## src/rtl/alu_seq_pkg.sv

```systemverilog
// Shared types for the handshaked sequential ALU.
// Opcode map, FSM states and opcode legality check.
package alu_seq_pkg;

    typedef enum logic [2:0] {
        OP_ADD  = 3'b000,
        OP_SUB  = 3'b001,
        OP_AND  = 3'b010,
        OP_NOTB = 3'b011,
        OP_OR   = 3'b100,
        OP_XOR  = 3'b101,
        OP_SHL  = 3'b110,
        OP_MUL  = 3'b111
    } op_t;

    typedef enum logic [1:0] {
        IDLE = 2'd0,
        MUL  = 2'd1,
        DONE = 2'd2
    } state_t;

    // Kept as a function so the map can grow without touching the FSM.
    function automatic logic op_valid(input op_t o);
        unique case (o)
            OP_ADD, OP_SUB, OP_AND, OP_NOTB,
            OP_OR, OP_XOR, OP_SHL, OP_MUL: return 1'b1;
            default: return 1'b0;
        endcase
    endfunction

endpackage

```

## src/rtl/seq_mul.sv

```systemverilog
// Iterative shift-add unsigned multiplier, one partial product per step.
// prod is the accumulator value after the current step.
module seq_mul #(
    parameter int WIDTH = 16,
    parameter int CNT_W = $clog2(WIDTH + 1)
) (
    input  logic               clk,
    input  logic               reset_n,
    input  logic               start,
    input  logic               step,
    input  logic [WIDTH-1:0]   a,
    input  logic [WIDTH-1:0]   b,
    output logic [2*WIDTH-1:0] prod,
    output logic               last
);

    logic [2*WIDTH-1:0] mcand;
    logic [2*WIDTH-1:0] acc;
    logic [WIDTH-1:0]   mplier;
    logic [CNT_W-1:0]   cnt;

    assign prod = acc + (mplier[0] ? mcand : '0);
    assign last = (cnt == CNT_W'(1));

    always_ff @(posedge clk or negedge reset_n) begin
        if (!reset_n) begin
            mcand  <= '0;
            acc    <= '0;
            mplier <= '0;
            cnt    <= '0;
        end else if (start) begin
            mcand  <= {{WIDTH{1'b0}}, a};
            acc    <= '0;
            mplier <= b;
            cnt    <= CNT_W'(WIDTH);
        end else if (step) begin
            acc    <= prod;
            mcand  <= mcand << 1;
            mplier <= mplier >> 1;
            cnt    <= cnt - CNT_W'(1);
        end
    end

endmodule

```

## src/rtl/alu_seq.sv

```systemverilog
// Handshaked ALU: single-cycle ops plus a multi-cycle multiply.
// Result and Z/V/N/err are registered and held until consumed.
module alu_seq
    import alu_seq_pkg::*;
#(
    parameter int WIDTH = 16,
    parameter int CNT_W = $clog2(WIDTH + 1)
) (
    input  logic             clk,
    input  logic             reset_n,
    input  logic             in_valid,
    output logic             in_ready,
    input  op_t              op,
    input  logic [WIDTH-1:0] Ain,
    input  logic [WIDTH-1:0] Bin,
    output logic             out_valid,
    input  logic             out_ready,
    output logic [WIDTH-1:0] out,
    output logic             Z,
    output logic             V,
    output logic             N,
    output logic             err
);

    localparam int MSB  = WIDTH - 1;
    localparam int SH_W = $clog2(WIDTH);

    state_t             state, state_nx;
    logic               accept;
    logic               is_mul;
    logic [WIDTH-1:0]   res;
    logic               res_v;
    logic [2*WIDTH-1:0] prod;
    logic               last;

    assign accept = in_valid && in_ready;
    assign is_mul = (op == OP_MUL);

    seq_mul #(.WIDTH(WIDTH), .CNT_W(CNT_W)) u_mul (
        .clk     (clk),
        .reset_n (reset_n),
        .start   (accept && is_mul),
        .step    (state == MUL),
        .a       (Ain),
        .b       (Bin),
        .prod    (prod),
        .last    (last)
    );

    always_ff @(posedge clk or negedge reset_n) begin
        if (!reset_n) state <= IDLE;
        else          state <= state_nx;
    end

    always_comb begin
        state_nx = state;
        unique case (state)
            IDLE: if (accept) state_nx = is_mul ? MUL : DONE;
            MUL:  if (last) state_nx = DONE;
            DONE: if (out_ready) state_nx = IDLE;
            default: state_nx = IDLE;
        endcase
    end

    always_comb begin
        in_ready  = (state == IDLE);
        out_valid = (state == DONE);
    end

    always_comb begin
        res   = '0;
        res_v = 1'b0;
        unique case (op)
            OP_ADD: begin
                res   = Ain + Bin;
                res_v = (Ain[MSB] == Bin[MSB]) && (res[MSB] != Ain[MSB]);
            end
            OP_SUB: begin
                res   = Ain - Bin;
                res_v = (Ain[MSB] != Bin[MSB]) && (res[MSB] != Ain[MSB]);
            end
            OP_AND:  res = Ain & Bin;
            OP_NOTB: res = ~Bin;
            OP_OR:   res = Ain | Bin;
            OP_XOR:  res = Ain ^ Bin;
            OP_SHL:  res = Ain << Bin[SH_W-1:0];
            default: res = '0;
        endcase
    end

    always_ff @(posedge clk or negedge reset_n) begin
        if (!reset_n) begin
            out <= '0;
            Z   <= 1'b0;
            V   <= 1'b0;
            N   <= 1'b0;
            err <= 1'b0;
        end else if (accept && !is_mul) begin
            if (!op_valid(op)) begin
                out <= '0;
                Z   <= 1'b1;
                V   <= 1'b0;
                N   <= 1'b0;
                err <= 1'b1;
            end else begin
                out <= res;
                Z   <= (res == '0);
                V   <= res_v;
                N   <= res[MSB];
                err <= 1'b0;
            end
        end else if (state == MUL && last) begin
            out <= prod[WIDTH-1:0];
            Z   <= (prod[WIDTH-1:0] == '0);
            V   <= |prod[2*WIDTH-1:WIDTH];
            N   <= prod[MSB];
            err <= 1'b0;
        end
    end

endmodule

```

## config.mk

```make
export PLATFORM = sky130hd
export DESIGN_NAME = alu_seq
export DESIGN_NICKNAME = d
export VERILOG_FILES = /design/src/rtl/alu_seq_pkg.sv /design/src/rtl/seq_mul.sv /design/src/rtl/alu_seq.sv
export SDC_FILE = /design/constraint.sdc
export NUM_CORES = 1
export LEC_CHECK = 0
export CORE_AREA = 3 3 104 206
export CTS_BUF_LIST = sky130_fd_sc_hd__clkbuf_8
export DETAILED_ROUTE_END_ITERATION = 8
export DIE_AREA = 0 0 107 209
export GPL_TIMING_DRIVEN = 0
export PLACE_DENSITY_LB_ADDON = 0.2
export SLEW_MARGIN = 40
export SYNTH_ARGS = -nofsm -noshare
export SYNTH_HDL_FRONTEND = slang
export SYNTH_SLANG_ARGS = --single-unit
```

## constraint.sdc

```tcl
create_clock -name clk -period 3.9 [get_ports clk]
set_clock_uncertainty 0.1 [all_clocks]
set_input_delay 1.17 -clock clk [delete_from_list [all_inputs] [get_ports clk]]
set_output_delay 1.17 -clock clk [all_outputs]
set_load 0.02 [all_outputs]
```

Word level (Yosys, flattened, before mapping). Index checks and enable logic that the tools add are counted.

Bitwise gates (word level): 4. Reductions and logical operators: 15. Shifts and indexed selects: 1. Multiplexer cells: 32. Equality and inequality tests: 17. Add/subtract/negate cells: 4.

Operator list (count): 2-to-1 mux 32 bit (5); case mux 16 bit (7 select lines) (1); 2-to-1 mux 16 bit (5); adder 32 bit (1); logical NOT 16 bit (2); adder 16 bit (1); AND 16 bit (1); inverter 16 bit (1); bitwise OR 16 bit (1); OR reduction 16 bit (1); << shifter 16 x 4 -> 16 bit (1); subtractor 16 bit (1); bitwise XOR 16 bit (1); 2-to-1 mux 1 bit (13); equality test 3 bit, second input constant (4); 2-to-1 mux 5 bit (2); 2-to-1 mux 2 bit (4); equality test 3 x 2 -> 1 bit, second input constant (2); logical AND 1 bit (6); case mux 2 bit (3 select lines) (1); equality test 5 x 1 -> 1 bit, second input constant (1); subtractor 5 x 1 -> 5 bit, second input constant (1); inequality test 2 x 1 -> 1 bit, second input constant (2); nonzero test 2 bit (2); 11 further kinds (13).

Output and inout port bits: 22. Bits in registers: 107. Word-level logic and storage cells: 83.

Longest topological paths before layout.
Depth in word-level cells: 6. Depth in mapped cells: 14.

By module. A second synthesis with hierarchy kept.

Cell total of the unflattened synthesis: 1220. Area, all modules: 10027.1 um^2.

By module, submodules not included: seq_mul (times used 1, area each 5654.2 um^2, cells an instance 621, sequential area each 2127.0 um^2); alu_seq (times used 1, area each 4372.9 um^2, cells an instance 599, sequential area each 500.5 um^2).

Least setup slack after synthesis. No wires, ideal clock.

Kind: input port to flip-flop. Start: input port Bin[2]. End: register out[15]. Path slack: -0.324 ns. Arrival time: 3.998 ns. Path buffers: 3. Stages on the path: 13. Cell sequence: clkbuf_1 -> inv_1 -> clkbuf_1 -> ha_1 -> clkbuf_1 -> o21a_1 -> a211o_1 -> a211oi_2 -> o21a_1 -> o21ai_0 -> a2111o_1 -> o41a_1 -> a221o_1.

Longest elaborated chain between the ends: 4.

RTL lines: start, declared (line alu_seq.sv:15) `input logic [WIDTH-1:0] Bin,`; subtractor 16 bit, or another cell as far along (line alu_seq.sv:79) `res = Ain - Bin;`; case mux 16 bit (7 select lines) * (line alu_seq.sv:73) `unique case (op)`; 2-to-1 mux 16 bit * (line alu_seq.sv:99) `if (!op_valid(op)) begin`; 2-to-1 mux 16 bit * (line alu_seq.sv:98) `end else if (accept && !is_mul) begin`; end signal, assigned (line alu_seq.sv:106) `out <= res;`; end signal, assigned (line alu_seq.sv:113) `out <= prod[WIDTH-1:0];`; end, declared (line alu_seq.sv:18) `output logic [WIDTH-1:0] out,`.

Mark *: on every way between the ends. The rest lies on a longest branch, timed or not. A chain may end at the register's enable or synchronous reset.

Final worst setup path.
Start: input port Bin[3]. End: register Z.

Longest elaborated chain between the ends: 5.

RTL lines: subtractor 16 bit, or another cell as far along (line alu_seq.sv:79); case mux 16 bit (7 select lines) * (line alu_seq.sv:73); logical NOT 16 bit * (line alu_seq.sv:107) `Z <= (res == '0);`; 2-to-1 mux 1 bit * (line alu_seq.sv:99); 2-to-1 mux 1 bit * (line alu_seq.sv:98); end signal, assigned (line alu_seq.sv:107); end signal, assigned (line alu_seq.sv:114) `Z <= (prod[WIDTH-1:0] == '0);`; end, declared (line alu_seq.sv:19) `output logic Z,`.

Marked as above.

==> results.sh <==
export IMPL_tightest_slew_ns=0.851
export IMPL_vias=10300
export IMPL_ys_warn_count=0
export IMPL_reg2reg_setup_slack_ns=0.09
export IMPL_drc=0
export IMPL_viasPerCell=6.55
export IMPL_grt_pass1_vias=10400
export IMPL_met3_usage_pct=3.80
export IMPL_seq_area_frac_synth_pct=26.4
export IMPL_fp_dieArea_um2=22400
export IMPL_peakVddDrop_mv=0.213
export IMPL_cts_tree="yes"
export IMPL_synth_edf_count=0
export IMPL_dp_slack_ns=-1.61
export IMPL_cp_endpoint="Z$_DFFE_PN0P_"
export IMPL_p_sw_uw=2660
export IMPL_firstDrtPassIters=7
export IMPL_wl_per_cell_um=24.6
export IMPL_placementRows=73
export IMPL_path_clk_slew_ns=0.11
export IMPL_worstPathArrival_ns=4.13
export IMPL_internal_power_uw=3220
export IMPL_clockBufferDepth=2
export IMPL_final_hold_violation_count=0
export IMPL_cpMaxStageDelayCell="or3b_4"
export IMPL_clock_sink_count=105
export IMPL_combPwrFrac_pct=55.5
export IMPL_drtAntennaViolNets=0
export IMPL_area_growth_pct=21.9
export IMPL_period_needed_ns=3.92
export IMPL_ys_seq_elements=105
export IMPL_path_buf_inv=3
export IMPL_critPathKind="primary input to flip-flop"
export IMPL_clk_latency_ns=0.40
export IMPL_grt_antenna_before_repair=0
export IMPL_pwr_share_seq_pct=31.7
export IMPL_most_common_layout_cells="146 x nand2_1, 104 x dfrtp_1, 74 x o21ai_0"
export IMPL_nets=1435
export IMPL_finalMaxSlewViolations=0
export IMPL_p_leak_uw=0.00519
export IMPL_status="finished, violations left"
export IMPL_holdCritPathClass="flip-flop to flip-flop"
export IMPL_crit_path_max_fanout=9
export IMPL_path_cells="clkdlybuf4s15_1 > inv_2 > ha_4 > or3b_4 > a311oi_4 > a2bb2oi_4 > o211ai_1 > buf_4 > a21oi_1 > xnor2_1 > a21oi_2 > nand2_1 > o31ai_2"
export IMPL_slew_headroom_pct=42.9
export IMPL_coreArea_um2=20000
export IMPL_power_density_nw_per_um2=484
export IMPL_r2r_end="V$_DFFE_PN0P_"
export IMPL_die_y_um=209
export IMPL_post_route_period_util_pct=100
export IMPL_endpoint_kind="flip-flop"
export IMPL_setup_violations_final=2
export IMPL_critPathLaunchType="primary input"
export IMPL_overflow=0
export IMPL_violations="setup timing"
export IMPL_grt_util_met2_pct=64.2
export IMPL_layout_setup_ws_ns=-0.0193
export IMPL_max_cap_violations=0
export IMPL_syn_nets=1343
export IMPL_grt_max_degree=78
export IMPL_crit_cells=13
export IMPL_mostFrequentLayoutCell="nand2_1"
export IMPL_die_w_um=107
export IMPL_htree_levels=3
export IMPL_place_inst=1538
export IMPL_max_stage_delay_ns=0.42
export IMPL_io_buffers=58
export IMPL_place_congestion=1.03
export IMPL_initial_core_util_pct=49.8
export IMPL_totalWireLength_mm=38.7
export IMPL_ioPinCount=61
export IMPL_fillCellCount=1808
export IMPL_antenna_cells=0
export IMPL_worstReg2RegStart="u_mul.mplier[0]$_DFFE_PN0P_"
export IMPL_ff2ff_path_depth=12
export IMPL_synth_ff_type="dfrtp_1"
export IMPL_cp_top_family="compound AO/OA/AOI/OAI gates"
export IMPL_cts_hold_buf=0
export IMPL_async_flop_share_pct=100
export IMPL_crit_required_ns=4.11
export IMPL_cts_buffers=9
export IMPL_syn_mean_instance_area_um2=8.18
export IMPL_gr_usage_met1_pct=30.4
export IMPL_grt_pass1_wl_mm=57.9
export IMPL_clock_power_share_pct=12.9
export IMPL_ys_types=91
export IMPL_gr_usage_all_layers_pct=34.1
export IMPL_worstSetupStartpoint="Bin[3]"
export IMPL_grt_busiest_layer="met2"
export IMPL_clock_root_buffer="clkbuf_8"
export IMPL_dp_hpwl_mm=30.4
export IMPL_fin_cells=1576
export IMPL_syn_inst=1217
export IMPL_drive_gt1_share_pct=18.4
export IMPL_syn_area_um2=9960
export IMPL_drtIter0Drc=640
export IMPL_swShare_pct=45.3
export IMPL_max_freq_mhz=255
## Yosys cell counts, types with 8 or more instances
cell type | n | area [um2]
o221ai_1 | 10 | 87.6
nor2_1 | 70 | 263
mux4_2 | 9 | 203
mux2i_1 | 23 | 230
o22ai_1 | 25 | 156
nand4_1 | 11 | 68.8
a31oi_1 | 13 | 81.3
and3_1 | 9 | 56.3
a221o_1 | 33 | 330
nand3_1 | 24 | 120
ha_1 | 84 | 1050
xnor2_1 | 21 | 184
o21ai_0 | 84 | 420
a21o_1 | 26 | 195
o211ai_1 | 11 | 82.6
nand2b_1 | 14 | 87.6
nand2_1 | 146 | 548
a21oi_1 | 76 | 380
a211oi_1 | 12 | 90.1
nor2b_1 | 9 | 56.3
and2_1 | 39 | 244
clkbuf_1 | 55 | 206
a211o_1 | 8 | 70.1
buf_2 | 11 | 55.1
dfrtp_1 | 105 | 2630
nor3_1 | 52 | 260
inv_1 | 58 | 218
## stage by stage
stage | setup TNS [ns] | hold slack (ns) | power [uW] | utilization, % | area (um2)
floorplan | 0 | 0.353 | 3830 | - | 9990
global route | -0.154 | 0.414 | 6230 | 60.7 | 12100
CTS | 0 | 0.389 | 5700 | 58.4 | 11700
finish | -0.0254 | 0.391 | 5880 | 60.7 | 12100
global placement | -267.42 | 0.365 | 4730 | 54.5 | 10900
detailed placement | -16.03 | 0.365 | 4800 | 54.8 | 11000
## flip-flops by register name, indices dropped and copies added (netlist names)
| name | count |
|---|---|
| u_mul.cnt | 5 |
| u_mul.mcand | 32 |
| u_mul.acc | 32 |
| V | 1 |
| out | 16 |
| Z | 1 |
| state | 2 |
| u_mul.mplier | 16 |
## worst min-delay path by stage
stage / to / depth (start not counted) / from
after floorplan: u_mul.acc[16]$_DFFE_PN0P_ / 2 / u_mul.acc[16]$_DFFE_PN0P_
after CTS: out[0]$_DFFE_PN0P_ / 1 / out[0]$_DFFE_PN0P_
final: out[0]$_DFFE_PN0P_ / 1 / out[0]$_DFFE_PN0P_
after global routing: out[0]$_DFFE_PN0P_ / 1 / out[0]$_DFFE_PN0P_
after detailed placement: out[0]$_DFFE_PN0P_ / 1 / out[0]$_DFFE_PN0P_
after global placement: out[0]$_DFFE_PN0P_ / 1 / out[0]$_DFFE_PN0P_
## worst reg2reg max path, stage by stage (launching register included)
cell and delay [ns]:
dfrtp_2 0.49, buf_6 0.17, and2_1 0.21, ha_4 0.29, a211o_1 0.31, or3_1 0.34, o22a_2 0.24, a2111oi_4 0.39
o22ai_4 0.15, a2111oi_4 0.37, nand4b_1 0.25, nor4_4 0.30, nor2_1 0.08
## layer usage
layer	wire length (um)	part of all wire (%)	up-vias
met2	20800	54	455
met5	0	0	-
li1	-	-	4693
met4	4280	11	0
met3	1630	4.2	215
met1	12000	31	4964
## power by group through the flow
stage	logic, uW	clock network (uW)	registers, uW
after global placement	2870	0	1870
final	3260	757	1860
after floorplan	2000	0	1830
after CTS	3090	757	1850
after detailed placement	2920	0	1880
after global routing	3520	797	1900
## cells by family after synthesis
group,Yosys count,synth area share (%)
xor+xnor,28,2.46
fa+ha+maj,87,11.2
buf+inv,142,6.12
simple gates,420,20.7
compound gates,396,28.1
mux,38,5.03
flops,105,26.4
other cells,1,0.0377
## repair_timing
action | in CTS | in global routing
setup buffers | 15 | 21
endpoints found under the setup margin | 17 | 6
endpoints found under the hold margin | 0 | 0
cloned | 0 | 0
pin swaps | 26 | 44
resized for setup | 130 | 116
## area by class of cell
class,count,area [um2],area share [%]
clock buffers,9,124,1.02
well taps,262,328,2.70
repair buffers,95,848,6.99
flip-flops and latches,105,2630,21.7
plain buffers,68,397,3.27
clock inverters,7,95.1,0.784
multi-input cells,970,7480,61.6
inverters,60,240,1.98
Power figures use the tool's default switching activity.
